==> src/rtl/muldiv_seq.sv <==
// Multi-cycle unsigned MULTU/DIVU sequencer producing HI/LO.
// Borrows the shared ALU for one add/sub step per clock, 32 steps per operation.
module muldiv_seq #(
  parameter int WIDTH = 32
) (
  input  logic             clk,
  input  logic             reset_n,
  input  logic             start,
  input  logic             op,
  input  logic [WIDTH-1:0] rs_val,
  input  logic [WIDTH-1:0] rt_val,
  input  logic             abort,
  output logic [WIDTH-1:0] alu_a,
  output logic [WIDTH-1:0] alu_b,
  output logic [2:0]       alu_op,
  input  logic [WIDTH-1:0] alu_out,
  output logic             busy,
  output logic             done,
  output logic [WIDTH-1:0] hi,
  output logic [WIDTH-1:0] lo
);

  localparam int CW = $clog2(WIDTH);
  localparam logic [2:0] ALU_ADD = 3'd2;
  localparam logic [2:0] ALU_SUB = 3'd3;
  localparam logic [CW-1:0] LAST_STEP = CW'(WIDTH - 1);

  typedef enum logic [1:0] {
    IDLE = 2'd0,
    ITER = 2'd1,
    DONE = 2'd2
  } state_t;

  state_t           state_q, state_d;
  logic [CW-1:0]    cnt_q, cnt_d;
  logic [WIDTH-1:0] acc_q, acc_d;
  logic [WIDTH-1:0] x_q, x_d;     // multiplier X or quotient Q
  logic [WIDTH-1:0] m_q, m_d;     // multiplicand M or divisor D
  logic             op_q, op_d;
  logic [WIDTH-1:0] hi_q, hi_d;
  logic [WIDTH-1:0] lo_q, lo_d;

  logic [WIDTH-1:0] div_a;
  logic             carry;
  logic             div_ok;

  // The ALU has no carry-out, so the multiply carry is recovered from wrap-around;
  // acc[MSB] set means the true partial remainder exceeds 2^WIDTH, so it always fits.
  assign div_a  = {acc_q[WIDTH-2:0], x_q[WIDTH-1]};
  assign carry  = (alu_out < acc_q);
  assign div_ok = acc_q[WIDTH-1] | (div_a >= m_q);

  always_comb begin
    state_d = state_q;
    cnt_d   = cnt_q;
    acc_d   = acc_q;
    x_d     = x_q;
    m_d     = m_q;
    op_d    = op_q;
    hi_d    = hi_q;
    lo_d    = lo_q;
    alu_a   = '0;
    alu_b   = '0;
    alu_op  = ALU_ADD;

    case (state_q)
      IDLE, DONE: begin
        if (start && !abort) begin
          state_d = ITER;
          op_d    = op;
          cnt_d   = '0;
          acc_d   = '0;
          if (op) begin
            x_d = rs_val;
            m_d = rt_val;
          end else begin
            x_d = rt_val;
            m_d = rs_val;
          end
        end else begin
          state_d = IDLE;
        end
      end

      ITER: begin
        alu_b = m_q;
        if (op_q) begin
          alu_a  = div_a;
          alu_op = ALU_SUB;
          acc_d  = div_ok ? alu_out : div_a;
          x_d    = {x_q[WIDTH-2:0], div_ok};
        end else begin
          alu_a  = acc_q;
          alu_op = ALU_ADD;
          if (x_q[0]) begin
            acc_d = {carry, alu_out[WIDTH-1:1]};
            x_d   = {alu_out[0], x_q[WIDTH-1:1]};
          end else begin
            acc_d = {1'b0, acc_q[WIDTH-1:1]};
            x_d   = {acc_q[0], x_q[WIDTH-1:1]};
          end
        end
        cnt_d = cnt_q + CW'(1);

        if (abort) begin
          state_d = IDLE;
        end else if (cnt_q == LAST_STEP) begin
          state_d = DONE;
          hi_d    = acc_d;
          lo_d    = x_d;
        end
      end

      default: state_d = IDLE;
    endcase
  end

  always_ff @(posedge clk) begin
    if (!reset_n) begin
      state_q <= IDLE;
      cnt_q   <= '0;
      acc_q   <= '0;
      x_q     <= '0;
      m_q     <= '0;
      op_q    <= 1'b0;
      hi_q    <= '0;
      lo_q    <= '0;
    end else begin
      state_q <= state_d;
      cnt_q   <= cnt_d;
      acc_q   <= acc_d;
      x_q     <= x_d;
      m_q     <= m_d;
      op_q    <= op_d;
      hi_q    <= hi_d;
      lo_q    <= lo_d;
    end
  end

  assign busy = (state_q == ITER);
  assign done = (state_q == DONE);
  assign hi   = hi_q;
  assign lo   = lo_q;

endmodule

==> config.mk <==
export PLATFORM = sky130hd
export DESIGN_NAME = muldiv_seq
export DESIGN_NICKNAME = d
export VERILOG_FILES = /design/src/rtl/muldiv_seq.sv
export SDC_FILE = /design/constraint.sdc
export NUM_CORES = 1
export LEC_CHECK = 0
export BUFFER_PORTS_ARGS = -buffer_cell sky130_fd_sc_hd__buf_2
export CORE_ASPECT_RATIO = 0.5
export CORE_MARGIN = 3
export CORE_UTILIZATION = 30
export CTS_BUF_LIST = sky130_fd_sc_hd__clkbuf_16
export CTS_CLUSTER_DIAMETER = 30
export DETAILED_ROUTE_END_ITERATION = 7
export GPL_TIMING_DRIVEN = 0
export MAX_ROUTING_LAYER = met4
export PLACE_DENSITY = 0.58
export SYNTH_ARGS = -nofsm -noshare
export SYNTH_HDL_FRONTEND = slang
export SYNTH_SLANG_ARGS = --single-unit
==> constraint.sdc <==
create_clock -name clk -period 2.7 [get_ports clk]
set_clock_uncertainty 0.2 [all_clocks]
set_input_delay 0.27 -clock clk [delete_from_list [all_inputs] [get_ports clk]]
set_output_delay 0.27 -clock clk [all_outputs]
set_load 0.02 [all_outputs]
Yosys cells after proc, flatten, opt, wreduce, memory -nomap -nowiden
Index checks and enable logic that the tools add are counted.
{ "totals": {"reg_bits": 168, "output_inout_bits": 133, "word_cells": 48} }
{ "classes": {"add_sub_neg": 1, "magnitude_cmp": 2, "eq_ne": 5, "muxes": 22, "bitwise": 2, "n_reduce_logical": 8} }
{ "ops": {"columns": ["op", "n"], "rows": [
  ["32-bit two-way mux", 12],
  ["32-bit case mux with 2 select lines", 2],
  ["32-bit >= comparator", 1],
  ["32-bit < comparator", 1],
  ["5-bit case mux with 2 select lines", 1],
  ["5-bit by 1-bit adder with 5-bit output, second input constant", 1],
  ["5-bit == test, second input constant", 1],
  ["5-bit two-way mux", 1],
  ["2-bit two-way mux", 2],
  ["2-bit case mux with 2 select lines", 1],
  ["2-bit AND reduction", 2],
  ["1-bit two-way mux", 3],
  ["3-bit by 2-bit != test with 1-bit output, second input constant", 1],
  ["3-bit AND reduction", 1],
  ["2-bit by 1-bit == test with 1-bit output, second input constant", 1],
  ["2-bit == test, second input constant", 1],
  ["2-bit logical NOT", 1],
  ["2-bit != test, second input constant", 1],
  ["2-bit nonzero test", 1],
  ["2-bit OR reduction", 1],
  ["1-bit logical AND", 1],
  ["1-bit logical NOT", 1],
  ["1-bit NOT", 1],
  ["1-bit bitwise OR", 1]
]} }

Logic depth before layout (Yosys ltp)
Gate-level depths: netlist (run 1).
{ "logic_depth": {"ltp_word": 5, "ltp_mapped": 10} }

Least setup slack after synthesis (run 1)
No wires, ideal clock.
{ "synth_path": {"kind": "reg-to-reg", "startpoint": "register x_q[31]", "endpoint": "register acc_q[10]", "t_arrival_ns": 2.381, "path_slack_ns": 0.058, "stages_incl_launch_ff": 11, "synth_period_minus_slack_ns": 2.642, "cell_sequence": "dfxtp_1 inv_1 ha_1 nand2b_1 a2111oi_0 o21a_1 o211ai_1 a31oi_4 buf_12 mux2i_1 a32o_1"} }
{ "synth_between": {"elab_chain_cells": 5} }
{ "synth_rtl": {"columns": ["element", "line_no", "text"], "rows": [
  ["from (decl)", "37", "logic [WIDTH-1:0] x_q, x_d;"],
  ["from (signal assigned)", "123", "x_q <= '0;"],
  ["from (signal assigned)", "132", "x_q <= x_d;"],
  ["32-bit >= comparator", "51", "assign div_ok = acc_q[WIDTH-1] | (div_a >= m_q);"],
  ["1-bit bitwise OR", "51", null],
  ["32-bit two-way mux", "90", "acc_d = div_ok ? alu_out : div_a;"],
  ["32-bit two-way mux", "87", "if (op_q) begin"],
  ["32-bit case mux with 2 select lines", "66", "case (state_q)"],
  ["to (signal assigned)", "122", "acc_q <= '0;"],
  ["to (signal assigned)", "131", "acc_q <= acc_d;"],
  ["to (decl)", "36", "logic [WIDTH-1:0] acc_q, acc_d;"]
]} }
Every way passes these cells.
A chain may end at the register's enable or synchronous reset.

Worst setup path after layout (run 1)
{ "layout_path": {"startpoint": "register acc_q[20]", "endpoint": "register acc_q[22]"} }
{ "layout_between": {"elab_chain_cells": 5} }
{ "layout_rtl": {"columns": ["element", "line_no"], "rows": [
  ["32-bit >= comparator", "51"],
  ["1-bit bitwise OR", "51"],
  ["32-bit two-way mux", "90"],
  ["32-bit two-way mux", "87"],
  ["32-bit case mux with 2 select lines", "66"]
]} }
Every way passes these cells.

==> reports/results.ini, run 1 <==
[grt]
grt_pass1_vias = 10520
grt_overflow = 0
grt_first_pass_wirelength_um = 60500
globalRouteTotalUtil_pct = 21.2
grt_max_degree = 17
antenna_found_initial = 3

[yosys]
seq_area_frac_synth_pct = 32.1
avgSynthCellArea_um2 = 8.54
yosysWarnings = 0
async_reset_ff_share_pct = 0
netlist.top_cell.by_area = dfxtp_1
synth_cells = 1226
syn_area_mm2 = 0.0105
synth_top_area_share_pct = 32.1
ys_dominant_reg_cell = dfxtp_1
ys_types = 47
synth_nets = 1392
synthTopCellsByArea = dfxtp_1 32%, mux2i_1 15%, ha_1 7.8%
yosys_register_bits = 168
synth-edff-count = 0

[clocking]
root_buffer = clkbuf_16
cts_max_level = 4
cts_tree = yes
path_clk_slew_ns = 0.07
insertion_delay_ns = 0.46
clockBufferDepth = 2
cts_buffers = 17
clock-sinks = 168

[sta]
fin_hold_ws_ns = 0.00790
rsz0062_at_grt = yes
slew_headroom_pct = 37.3
slew_viol_final = 0
finalCritPeriodShare_pct = 103
hold_viol = 0
tightest_slew_ns = 0.941
fmax_mhz = 359
setup_ws_ns = -0.0852
min_period_ns = 2.79
setup_violations = 38

[routing]
drt_iter0_drc = 738
wl_per_cell_um = 19.9
m1WireLength_um = 16500
viasPerCell = 5.28
vias = 10454
dr.pass1.iters = 5
postRouteAntennaNets = 0
top_layer = met4
route.met2.wl_um = 19100
wirelength_um = 39500
drcViolationCount = 0
met3_length_um = 2100

[floorplan]
die_width_um = 270
rows = 47
die_h_um = 138
core_area_mm2 = 0.0337
boundaryPins = 234
die_area_mm2 = 0.0373
initial_utilization_pct = 31.1

[finish]
drive_gt1_share_pct = 28.1
multi_input_area_mm2 = 0.00696
final_cell_mix = 233 x buf_2, 172 x nor2_1, 132 x dfxtp_1, 124 x mux2i_1, 119 x nand2_1
syn2layout_area_growth_pct = 31.5
seqCellArea_mm2 = 0.00343
instances_no_fill = 1981
final_common_cell = buf_2
final_nets = 1666
n_fill_cell = 3420

[run_status]
status = finished with violations
violations = negative setup slack

[flow_run]
max-cap-violations = 0

[min_path]
hold_path.class = in2reg

[critical_path]
critPathArrivalTime_ns = 2.98
endpoint_kind = register
path_class = reg2reg
critPathMaxFanout = 5
crit_required_ns = 2.89
critPathLaunchType = register

[power_and_ir_drop]
peakVddDrop_mv = 0.395
p_per_area_mw_per_mm2 = 481
leakage_nw = 6.44

[placed_design]
placed_cells = 1920
place.gp.congestion = 0.904
hpwl_um = 30000
pre_cts_ws_ns = -0.573
portBuffers = 229

-- cell families after synthesis --
| group | count (synthesis) | share of synthesized area (%) |
|---|---|---|
| adders and majority gates | 65 | 7.77 |
| DFF | 168 | 32.1 |
| buffers and inverters | 173 | 6.80 |
| AOI/OAI and AO/OA | 285 | 22.8 |
| other | 2 | 0.0717 |
| muxes | 158 | 15.1 |
| and+or+nand+nor | 375 | 15.3 |
-- cell type report --
class	instances	area share, %
buffer	101	3.51
inverter	69	1.93
tap	465	4.23
antenna	3	0.0545
clock inverter	15	1.22
sequential	168	24.9
clock buffer	17	3.09
multi-input combinational	885	50.6
timing repair buffer	258	10.5
-- worst max-delay path, cell delays in order (launching register included) --
cell	delay, ns
dfxtp_4	0.38
ha_4	0.25
a21o_1	0.19
a21oi_2	0.14
o221ai_2	0.10
a2111o_1	0.42
a31oi_4	0.20
buf_12	0.16
buf_12	0.11
buf_12	0.14
mux2i_4	0.25
a32o_1	0.18
-- state kept, by name, summed over array words and instances (netlist names) --
name / cells
m_q: 32
op_q: 1
x_q: 32
acc_q: 32
hi: 32
cnt_q: 5
lo: 32
state_q: 2
-- path summary, 6_finish.rpt --
| check | startpoint | endpoint | slack, ns | depth (start not counted) |
|---|---|---|---|---|
| max | acc_q[20]$_SDFFE_PN0P_ | acc_q[22]$_SDFFE_PN0P_ | -0.09 | 11 |
| min | rs_val[30] | m_q[30]$_SDFFE_PN0P_ | 0.008 | 4 |
| max reg2reg | acc_q[20]$_SDFFE_PN0P_ | acc_q[22]$_SDFFE_PN0P_ | -0.09 | 11 |
| min reg2reg | lo[0]$_SDFFE_PN0P_ | lo[0]$_SDFFE_PN0P_ | 0.28 | 2 |
-- per-stage QoR --
stage | power [mW] | TNS [ns] | utilization (%) | area [um2]
finish | 6.62 | -1.25 | 40.9 | 13800
global route | 6.85 | -6.26 | 40.9 | 13800
detailed placement | 3.81 | -44.08 | 36.2 | 12200
floorplan | 3.42 | 0 | - | 10500
global placement | 3.81 | -43.54 | 36.2 | 12200
CTS | 6.57 | -0.225 | 40.2 | 13600
-- timing repair --
item / 4_1_cts / 5_1_grt
gates resized for setup: 120 / 52
setup buffers: 14 / 4
hold endpoints to repair: 7 / 0
pin swaps: 18 / 11
endpoints found under the setup margin: 137 / 133
gates cloned: 2 / 0
hold buffers: 11 / 0
-- layer usage --
layer / track usage [%] / vias up
met5: - / -
met4: 9.91 / 0
met3: 3.32 / 103
met2: 35.6 / 325
met1: 25.0 / 5054
li1: - / 4972
-- where the power goes --
group	total (mW)	internal, mW	leakage, nW	switching, mW
Clock	2.57	1.39	0.290	1.18
Combinational	1.42	0.615	4.76	0.803
Sequential	2.63	2.56	1.38	0.0751
Total	6.62	4.56	6.44	2.06
-- Yosys cell counts, types with 10 or more instances --
cell,count
nor2_1,173
dfxtp_1,168
mux2i_1,157
nand2_1,119
clkbuf_1,75
inv_1,67
ha_1,65
o211a_1,62
a32o_1,42
and3_1,34
o211ai_1,33
a21oi_1,31
o21a_1,25
a211oi_1,21
a32o_2,20
buf_1,19
nor2b_1,13
o22ai_1,13
o21ai_0,12
nand4_1,10
(Power assumes the default switching activity.)
==> run 2: changes to the inputs <==
CORE_MARGIN = unset   (was 3)
==> run 2 against run 1 <==
The run still ends with negative setup slack left. Non-clock buffer count up 1. Register-to-register slack is essentially flat. Combinational power is 3% lower. Worst setup slack worse by 0.012 ns. Highest routed layer unchanged.
==> reports/results.ini, run 2 (synthesis results as in run 1) <==
[routing]
viasPerCell = 5.29  ; +0.28%
postRouteAntennaNets = 0  ; unchanged
vias = 10467  ; +0.12%
dr.pass1.iters = 5  ; unchanged
drcViolationCount = 0  ; unchanged
drt_iter0_drc = 730  ; -1.1%
wl_per_cell_um = 19.5  ; -2.0%
wirelength_um = 38600  ; -2.2%

[grt]
grt_overflow = 0  ; unchanged
grt_pass1_vias = 10328  ; -1.8%
globalRouteTotalUtil_pct = 22.2  ; +0.99 points
grt_max_degree = 17  ; unchanged
antenna_found_initial = 0  ; -3
grt_first_pass_wirelength_um = 58800  ; -2.8%

[finish]
syn2layout_area_growth_pct = 30.7
final_cell_mix = 234 x buf_2, 172 x nor2_1, 138 x dfxtp_1, 124 x mux2i_1, 119 x nand2_1
diodes = 0  ; -3
fin_area_mm2 = 0.0137  ; -0.62%
n_fill_cell = 3433  ; +0.38%
final_nets = 1667  ; +0.060%
instances_no_fill = 1978  ; -0.15%
drive_gt1_share_pct = 26.6  ; -1.5 points
final_common_cell = buf_2

[critical_path]
reg2reg_from = acc_q[13]$_SDFFE_PN0P_
path_depth = 11  ; unchanged
crit_required_ns = 2.84  ; -0.05 ns
critical_path.top_delay_family = compound AO/OA/AOI/OAI gates
path_class = reg2reg
critPathArrivalTime_ns = 2.94  ; -0.04 ns
r2r_cells = 11  ; unchanged
cpMostUsedCell = buf_12
critPathLaunchType = register
r2r-end = acc_q[5]$_SDFFE_PN0P_
slowest_delay_ns = 0.38  ; -0.04 ns
worstPathCellList = ha_4, nand4_1, nor3_2, nand2_1, o211ai_1, a31oi_4, buf_12, buf_12, buf_16, mux2i_4, a32o_1
reg2reg_setup_slack_ns = -0.1  ; about the same
endpoint_kind = register
cp.buffers_inverters = 3  ; unchanged
slowest_stage = dfxtp_2
critPathMaxFanout = 6  ; +1

[min_path]
hold_path.class = in2reg
whs_endpoint = m_q[24]$_SDFFE_PN0P_
hold_start = rs_val[24]
worstHoldPathCells = 4  ; unchanged

[clocking]
cts_tree = yes
path_clk_slew_ns = 0.07  ; about the same
clockBufferDepth = 2  ; unchanged
clock-sinks = 168  ; unchanged
cts_max_level = 4  ; unchanged
cts_buffers = 17  ; unchanged
insertion_delay_ns = 0.46  ; about the same
root_buffer = clkbuf_16

[sta]
slew_headroom_pct = 38.4  ; +1.1 points
fin_hold_ws_ns = 0.00976  ; +0.00186 ns
fmax_mhz = 358  ; -0.42%
finalCritPeriodShare_pct = 104  ; +0.44 points
rsz0062_at_grt = yes
setup_violations = 38  ; unchanged
min_period_ns = 2.80  ; +0.0119 ns
setup_ws_ns = -0.0970  ; -0.0119 ns
hold_viol = 0  ; unchanged
tightest_slew_ns = 0.924  ; -0.0165 ns
slew_viol_final = 0  ; unchanged

[floorplan]
rows = 47  ; unchanged
initial_utilization_pct = 31.1  ; unchanged
core_area_mm2 = 0.0337  ; unchanged
die_h_um = 134  ; -2.9%
die_area_mm2 = 0.0357  ; -4.3%
die_width_um = 266  ; -1.5%
boundaryPins = 234  ; unchanged

[placed_design]
pre_cts_ws_ns = -0.693  ; -0.119 ns
placed_cells = 1920  ; unchanged
place.gp.congestion = 0.950  ; +5.1%
hpwl_um = 29500  ; -1.6%
place_area_mm2 = 0.0122  ; unchanged
portBuffers = 229  ; unchanged

[power_and_ir_drop]
peakVddDrop_mv = 0.420  ; +6.5%
p_per_area_mw_per_mm2 = 495  ; +2.9%
total_power_mw = 6.77  ; +2.3%
leakage_nw = 6.45  ; +0.14%

[run_status]
status = finished with violations
violations = negative setup slack

[flow_run]
max-cap-violations = 0  ; unchanged

## run 2: area by class of cell
class	instances	area, um2	share of cell area, %
Sequential cell	168	3420	25.0
Timing Repair Buffer	262	1510	11.1
Inverter	69	263	1.92
Clock inverter	14	219	1.60
Buffer	98	420	3.07
Tap cell	465	582	4.25
Clock buffer	17	425	3.11
Multi-Input combinational cell	885	6840	50.0
## run 2: worst register-to-register path: stages, from the launching register on
cell	delay (ns)
dfxtp_2	0.38
ha_4	0.30
nand4_1	0.12
nor3_2	0.23
nand2_1	0.07
o211ai_1	0.37
a31oi_4	0.16
buf_12	0.18
buf_12	0.14
buf_16	0.14
mux2i_4	0.18
a32o_1	0.22
## run 2: how the worst max path moves through the flow
stage | start | slack (ns) | end
2_1_floorplan | x_q[31]$_SDFFE_PN0P_ | 0.06 | acc_q[10]$_SDFFE_PN0P_
3_3_place_gp | op_q$_SDFFE_PN0P_ | -0.56 | alu_a[13]
3_5_place_dp | x_q[31]$_SDFFE_PN0P_ | -0.69 | acc_q[22]$_SDFFE_PN0P_
4_1_cts | m_q[2]$_SDFFE_PN0P_ | -0.09 | acc_q[13]$_SDFFE_PN0P_
5_1_grt | m_q[14]$_SDFFE_PN0P_ | -0.22 | acc_q[3]$_SDFFE_PN0P_
6_report | acc_q[13]$_SDFFE_PN0P_ | -0.1 | acc_q[5]$_SDFFE_PN0P_
## run 2: power breakdown
group / switching, mW / total [mW] / internal, mW
combinational: 0.784 / 1.38 / 0.593
sequential: 0.0746 / 2.63 / 2.56
clock: 1.11 / 2.76 / 1.65
total: 1.97 / 6.77 / 4.79
## run 2: timing repair
action / CTS / global route
gates cloned: 3 / 0
hold buffers: 17 / 0
setup buffers: 13 / 2
pin swaps: 20 / 14
setup endpoints to repair: 136 / 134
hold endpoints to repair: 11 / 0
gates resized for setup: 102 / 39
## run 2: layer usage
metal | global-route usage, % | vias up | routed length, um
met5 | - | - | 0
met4 | 9.99 | 0 | 1560
met3 | 3.27 | 88 | 1610
met2 | 37.2 | 306 | 18800
met1 | 26.4 | 5110 | 16600
li1 | - | 4963 | -
## run 2: through the flow
step,util (%),TNS [ns]
2_1_floorplan,-,0
3_3_place_gp,36.2,-44.24
3_5_place_dp,36.2,-51.65
4_1_cts,40.3,-1.88
5_1_grt,40.6,-7.98
6_report,40.6,-1.88
==> run 3: changes to the inputs <==
SETUP_SLACK_MARGIN = 0.02   (was unset)
==> run 3 against run 2 <==
The flow still finishes with violations (negative setup slack). Critical path depth up 1. Via count is 0.42% higher. Sequential share of layout area is 0.29 points lower. Worst setup slack lost 0.0086 ns. Non-clock buffer count increased by 5. Total power is 0.88% higher. Hold slack worse by 0.0052 ns. Wire length up 0.36%. Design area up 1.2%. Final cell count rose by 0.25%. Sequential power barely moved. Global-route usage about the same. Critical endpoint is now acc_q[22]$_SDFFE_PN0P_.
==> reports/results.ini, run 3 (synthesis results as in run 1) <==
[finish]
final_nets = 1672  ; +0.30%
syn2layout_area_growth_pct = 32.3
multi_input_area_mm2 = 0.00694  ; +1.5%
final_common_cell = buf_2
n_fill_cell = 3410  ; -0.67%
drive_gt1_share_pct = 27.4  ; +0.77 points
seqCellArea_mm2 = 0.00342  ; about the same
diodes = 0  ; unchanged
postLayoutCoreUtil_pct = 41.1  ; +0.50 points
final_cell_mix = 232 x buf_2, 173 x nor2_1, 137 x dfxtp_1, 123 x mux2i_1, 119 x nand2_1

[placed_design]
place.gp.congestion = 0.950  ; unchanged
pre_cts_ws_ns = -0.693  ; unchanged
portBuffers = 229  ; unchanged
hpwl_um = 29500  ; unchanged

[routing]
viasPerCell = 5.30  ; +0.17%
wl_per_cell_um = 19.5  ; +0.11%
vias = 10511  ; +0.42%
drcViolationCount = 0  ; unchanged
drt_iter0_drc = 757  ; +3.7%
dr.pass1.iters = 5  ; unchanged
wirelength_um = 38700  ; +0.36%
postRouteAntennaNets = 0  ; unchanged

[sta]
hold_viol = 0  ; unchanged
fin_hold_ws_ns = 0.00453  ; -0.00523 ns
setup_violations = 48  ; +26%
fmax_mhz = 356  ; -0.31%
rsz0062_at_grt = yes
tightest_slew_ns = 0.926  ; +0.00201 ns
slew_headroom_pct = 38.2  ; -0.13 points
finalCritPeriodShare_pct = 104  ; +0.32 points
setup_ws_ns = -0.106  ; -0.00856 ns
finalSetupTns_ns = -2.77  ; -0.890 ns
slew_viol_final = 0  ; unchanged
min_period_ns = 2.81  ; +0.00856 ns

[min_path]
whs_endpoint = m_q[3]$_SDFFE_PN0P_
hold_path.class = in2reg
worstHoldPathCells = 4  ; unchanged
hold_start = rs_val[3]

[clocking]
cts_max_level = 4  ; unchanged
cts_tree = yes
clock-sinks = 168  ; unchanged
clockBufferDepth = 2  ; unchanged
cts_buffers = 17  ; unchanged
insertion_delay_ns = 0.46  ; about the same
root_buffer = clkbuf_16
path_clk_slew_ns = 0.07  ; about the same

[critical_path]
path_class = reg2reg
worstPathCellList = inv_2, ha_4, nand2b_4, a2111oi_4, o21a_1, o211ai_1, a31oi_4, buf_12, buf_4, buf_12, mux2i_4, a32o_1
critPathMaxFanout = 6  ; unchanged
slowest_delay_ns = 0.37  ; about the same
reg2reg_from = x_q[31]$_SDFFE_PN0P_
endpoint_kind = register
cpMostUsedCell = buf_12
r2r-end = acc_q[22]$_SDFFE_PN0P_
reg2reg_setup_slack_ns = -0.11  ; about the same
slowest_stage = dfxtp_4
crit_required_ns = 2.89  ; +0.05 ns
r2r_cells = 12  ; +1
critPathLaunchType = register
critPathArrivalTime_ns = 3.00  ; +0.06 ns

[floorplan]
die_area_mm2 = 0.0357  ; unchanged
die_width_um = 266  ; unchanged
core_area_mm2 = 0.0337  ; unchanged
die_h_um = 134  ; unchanged
initial_utilization_pct = 31.1  ; unchanged
rows = 47  ; unchanged
boundaryPins = 234  ; unchanged

[grt]
antenna_found_initial = 0  ; unchanged
grt_overflow = 0  ; unchanged
grt_pass1_vias = 10335  ; +0.068%
globalRouteTotalUtil_pct = 22.2  ; +0.022 points
grt_max_degree = 17  ; unchanged
grt_first_pass_wirelength_um = 58800  ; unchanged

[power_and_ir_drop]
p_per_area_mw_per_mm2 = 493  ; -0.34%
peakVddDrop_mv = 0.422  ; +0.38%
leakage_nw = 6.51  ; +1.0%

[run_status]
status = finished with violations
violations = negative setup slack

[flow_run]
max-cap-violations = 0  ; unchanged

[run 3: final cells by class]
cell class                 count  share of cell area [%]
buffer                       101                    3.38
clock buffer                  17                    3.07
tap                          465                    4.20
sequential                   168                    24.7
multi-input combinational    885                    50.1
timing repair buffer         264                    11.1
inverter                      69                    1.90
clock inverter                14                    1.58
[run 3: per-layer routing]
layer  vias to the layer above  part of all wire [%]  track usage [%]
met5                         -                     0                -
met3                        84                   4.5             3.21
met1                      5138                    43             26.5
met2                       306                    49             37.2
met4                         0                   4.1             10.1
li1                       4983                     -                -
[run 3: power by group]
| group | total (mW) | leakage, nW | internal [mW] | switching [mW] |
|---|---|---|---|---|
| registers | 2.63 | 1.38 | 2.56 | 0.0743 |
| logic | 1.43 | 4.82 | 0.628 | 0.804 |
| clock network | 2.76 | 0.316 | 1.65 | 1.12 |
[run 3: timing repair]
action,4_1_cts,5_1_grt
hold buffers,17,0
endpoints found under the setup margin,137,107
endpoints found under the hold margin,11,0
resized for setup,108,54
pin swaps,16,12
setup buffers,14,2
gates cloned,3,0
[run 3: worst max path at each step]
| stage | startpoint | to | slack [ns] | cells after the start |
|---|---|---|---|---|
| floorplan | x_q[31]$_SDFFE_PN0P_ | acc_q[10]$_SDFFE_PN0P_ | 0.06 | 10 |
| global placement | op_q$_SDFFE_PN0P_ | alu_a[13] | -0.56 | 7 |
| detailed placement | x_q[31]$_SDFFE_PN0P_ | acc_q[22]$_SDFFE_PN0P_ | -0.69 | 10 |
| CTS | m_q[3]$_SDFFE_PN0P_ | acc_q[22]$_SDFFE_PN0P_ | -0.05 | 12 |
| global route | x_q[31]$_SDFFE_PN0P_ | acc_q[2]$_SDFFE_PN0P_ | -0.19 | 12 |
| finish | x_q[31]$_SDFFE_PN0P_ | acc_q[22]$_SDFFE_PN0P_ | -0.11 | 12 |
[run 3: metrics by stage]
stage          cell area [um2]  cells  power [mW]
2_1_floorplan            10500   1226        3.42
3_3_place_gp             12200   1920        3.81
3_5_place_dp             12200   1920        3.81
4_1_cts                  13600   1983        6.78
5_1_grt                  13800   1983        7.07
6_report                 13800   1983        6.83
[run 3: critical path, delay by kind of cell, from the launching register on]
kind,cells,cell delay [ns]
AO/OA/AOI/OAI,5,1.12
buffers and inverters,4,0.46
flip-flops,1,0.37
multiplexers,1,0.26
adder cells (fa/ha/maj),1,0.20
AND/OR/NAND/NOR,1,0.14
